`config.mk`:
```
export PLATFORM = sky130hd
export DESIGN_NAME = sync_mod10_counter
export DESIGN_NICKNAME = d
export VERILOG_FILES = /design/src/rtl/sync_mod10_counter.sv
export SDC_FILE = /design/constraint.sdc
export NUM_CORES = 1
export LEC_CHECK = 0
export ABC_AREA = 1
export BUFFER_PORTS_ARGS = -buffer_cell sky130_fd_sc_hd__buf_2
export CAP_MARGIN = 10
export CORE_AREA = 5 5 42 44
export CTS_CLUSTER_DIAMETER = 120
export DETAILED_ROUTE_END_ITERATION = 10
export DIE_AREA = 0 0 47 49
export PLACE_DENSITY = 0.44
export SYNTH_ARGS = -nofsm -noshare
export SYNTH_HDL_FRONTEND = slang
export SYNTH_SLANG_ARGS = --single-unit
export TNS_END_PERCENT = 10
```
`constraint.sdc`:
```
create_clock -name clk -period 1 [get_ports clk]
set_input_delay 0.2 -clock clk [delete_from_list [all_inputs] [get_ports clk]]
set_output_delay 0.2 -clock clk [all_outputs]
set_load 0.02 [all_outputs]
```
`src/rtl/sync_mod10_counter.sv`:
```
// Synchronous modulo-MODULUS up-counter (default decade digit) with a registered
// count, explicit-compare wrap, illegal-state recovery and a decoded terminal count.
module sync_mod10_counter #(
    parameter int MODULUS = 10,
    parameter int WIDTH   = 4
) (
    input  logic             clk,
    input  logic             rst,
    output logic [WIDTH-1:0] q,
    output logic             tc
);

    if (MODULUS < 2 || MODULUS > 2 ** WIDTH) begin : g_bad_modulus
        $error("sync_mod10_counter: MODULUS must lie in 2 .. 2**WIDTH");
    end

    localparam logic [WIDTH-1:0] LAST = WIDTH'(MODULUS - 1);

    logic [WIDTH-1:0] count;
    logic [WIDTH-1:0] count_next;

    // Using >= rather than == folds wrap and recovery from codes >= MODULUS into one compare.
    always_comb begin
        // NOTE: default assigned first so every path drives count_next and no latch is inferred.
        count_next = count + WIDTH'(1);
        if (count >= LAST) begin
            count_next = '0;
        end
    end

    always_ff @(posedge clk or posedge rst) begin
        // NOTE: non-blocking assignment for state so all flops update together on the edge.
        if (rst) begin
            count <= '0;
        end else begin
            count <= count_next;
        end
    end

    assign q  = count;
    assign tc = (count == LAST);

endmodule

```
==> metrics.md <==
| Metric | Value |
|---|---|
| Placed cells | `52` |
| Fillers | `160` |
| Port Buf Inserts | `6` |
| Switch Pwr | `76.9 uW` |
| Antenna Nets Post-Route | `0` |
| Fin Setup TNS | `-1380 ps` |
| Worst skew pair latency | `around 240 ps` |
| Row cnt | `14` |
| Largest net degree at the start of global routing | `7` |
| Gpl congestion | `~0.66` |
| Unique cell type count in the Yosys netlist | `9` |
| Cell area after synthesis | `~220 um^2` |
| Final wirelength | `501 um` |
| FF+latch count, synth | `4` |
| Max FFs per register | `4` |
| Clock buffer count from CTS | `3` |
| WL/cell | `about 8.6 um` |
| Int Power | `301 uW` |
| Seq/Total Area, Yosys | `between 40% and 50%` |
| Vias in the first global route | `just over 200` |
| Synthesis warning total | `0` |
| Tot Pwr | `378 uW` |
| Critical R2R Launch | `q[0]` |
| Root Buffer | `clkbuf_4` |
| Cell Area, Placed | `324 um^2` |
| Die W | `around 47 um` |
| Maximum vdd ir drop | `about 0.55 mV` |
| Total Nets Final | `49` |
| LEAKAGE | `between 0.15 and 0.2 nW` |
| Power Dens Cells | `between 900 and 1000 nW/um^2` |
| Vias/cell | `3.66` |
| RSZ-0062 raised after global routing | `true` |
| Area delta synth->final | `85.1%` |
| Setup slack after layout | `-285 ps` |
| CP endpoint kind | `primary output` |
| Failing checks | `negative setup slack` |
| Final Slew Violations | `0` |
| R2r worst-path depth | `5` |
| Startpoint Class | `flop` |
| Actual slew at the worst max-slew pin | `167 ps` |
| Clock network power share | `between 50 and 60%` |
| Congestion Overflow GR | `0` |
| Total GRT Usage | `5.73%` |
| H-tree depth | `1` |
| Status | `finished with violations` |
| Max Fanout on Critical Path | `2` |
| Starting Density | `roughly 16%` |
| Layout cell share with drive strength beyond 1 | `61.9%` |
| Drt first pass iters | `1` |
| First-pass GRT wire length | `903 um` |
| Arrival time at the worst endpoint | `about 1100 ps` |
| Post-route insts no fill | `58` |
| Io pins | `7` |
| CTS tree | `done` |
| Reg-to-reg endpoint | `q[0]` |
| Fin area | `approximately 410 um^2` |
| Fin crit period | `1280 ps` |
| Die height | `roughly 50 um` |
| Comb power frac | `between 2 and 2.5%` |
| Switching share of total power | `between 20 and 25%` |
| Crit path kind | `reg -> out` |
| DR iter-0 viols | `0` |
| Hold Vio Cnt, Final | `0` |
| CTS Buffer Depth | `2` |
| Antenna cells | `0` |
| Post-route clock period utilization | `128%` |
| Max_cap viols | `0` |
| Worst path required time | `800 ps` |
| Clk sink count | `4` |
| Via count | `212` |
| Die area | `2300 um^2` |
| Post-DP HPWL | `375 um` |
| Avg Cell Area, Syn | `8.42 um^2` |
| Fmax achieved | `0.778 GHz` |
| # DRC | `0` |
| Syn Nets | `31` |
| Reg power frac | `a little over two fifths` |
| Worst-path clk slew | `40 ps` |
| Initial antenna violation count | `0` |
| Hold crit path type | `in -> async` |
| Final setup vio count | `9` |
| Max-slew headroom | `88.8%` |
| Reg2reg setup slack | `-170 ps` |
| Core Footprint | `around 1400 um^2` |
| Clk_skew | `4.89 ps` |
| Synth Instances | `26` |
[worst max-delay path by stage]
stage	from	end
finish	q[1]	tc
global route	q[1]	tc
CTS	q[1]	tc
detailed placement	q[1]	tc
global placement	q[1]	tc
floorplan	q[1]	tc
[critical path, stage by stage, from the launching register on]
cell     delay [ps]
dfrtp_2         400
inv_2            70
ha_4            140
nand2_4          50
nor2_4           70
buf_6           110
[through the flow]
stage	hold slack [ps]	worst slack, ps	util, %
2_1_floorplan	-34.1	-89.6	-
3_3_place_gp	91.5	-89.8	23.1
3_5_place_dp	90.3	-102	23.1
4_1_cts	380	-309	27.3
5_1_grt	421	-327	28.9
6_report	387	-285	28.9
[final cells by class]
| type | instances | area (um^2) | area share [%] |
|---|---|---|---|
| sequential | 4 | 104 | 25.6 |
| clock buffer | 3 | 22.5 | 5.56 |
| inverter | 6 | 22.5 | 5.56 |
| multi-input combinational | 16 | 134 | 33.0 |
| tap | 16 | 20.0 | 4.94 |
| timing repair buffer | 13 | 103 | 25.3 |
[power groups by stage]
stage	logic (mW)	clock network, mW	registers, mW
2_1_floorplan	0.00269	0	0.165
6_report	0.00820	0.208	0.163
3_5_place_dp	0.00539	0	0.165
4_1_cts	0.00831	0.218	0.163
3_3_place_gp	0.00544	0	0.165
5_1_grt	0.00980	0.231	0.162
[layout by cell type (no fill, tap or decap), types with 2 or more instances in the layout]
master	instances
buf_4	8
inv_1	5
nand2_1	3
clkbuf_4	3
dfrtp_2	3
a21oi_2	2
nand3_1	2
ha_1	2
buf_2	2
buf_6	2
[routing by layer]
metal	GRT usage [%]	up-vias	share of wire, %	wire length, um
li1	-	112	-	-
met1	7.59	91	48	238
met2	6.56	7	43	214
met3	2.21	2	6.4	32
met4	5.53	0	3.2	16
met5	0	-	0	0
[cell usage after synthesis, drive strengths merged]
library cell	instances	area (um^2)
a21oi	3	15.0
dfrtp	4	100
ha	3	37.5
inv	6	22.5
nand2	5	18.8
nand3	2	10.0
nor2	2	10.0
o21ai	1	5.00
[kinds of logic (layout without fill, tap and decap cells)]
group,Yosys count,after routing,share of synthesized area (%)
AND/OR/NAND/NOR,9,9,17.7
buffers and inverters,6,22,10.3
adder cells (fa/ha/maj),3,3,17.1
AO/OA/AOI/OAI,4,4,9.14
flip-flops,4,4,45.7
[timing repair]
action,4_1_cts,5_1_grt
hold endpoints to repair,4,0
hold buffers,1,0
buffers inserted,0,2
resized for setup,9,3
endpoints found under the setup margin,8,9
pin swaps,1,0
(Power assumes the default switching activity.)
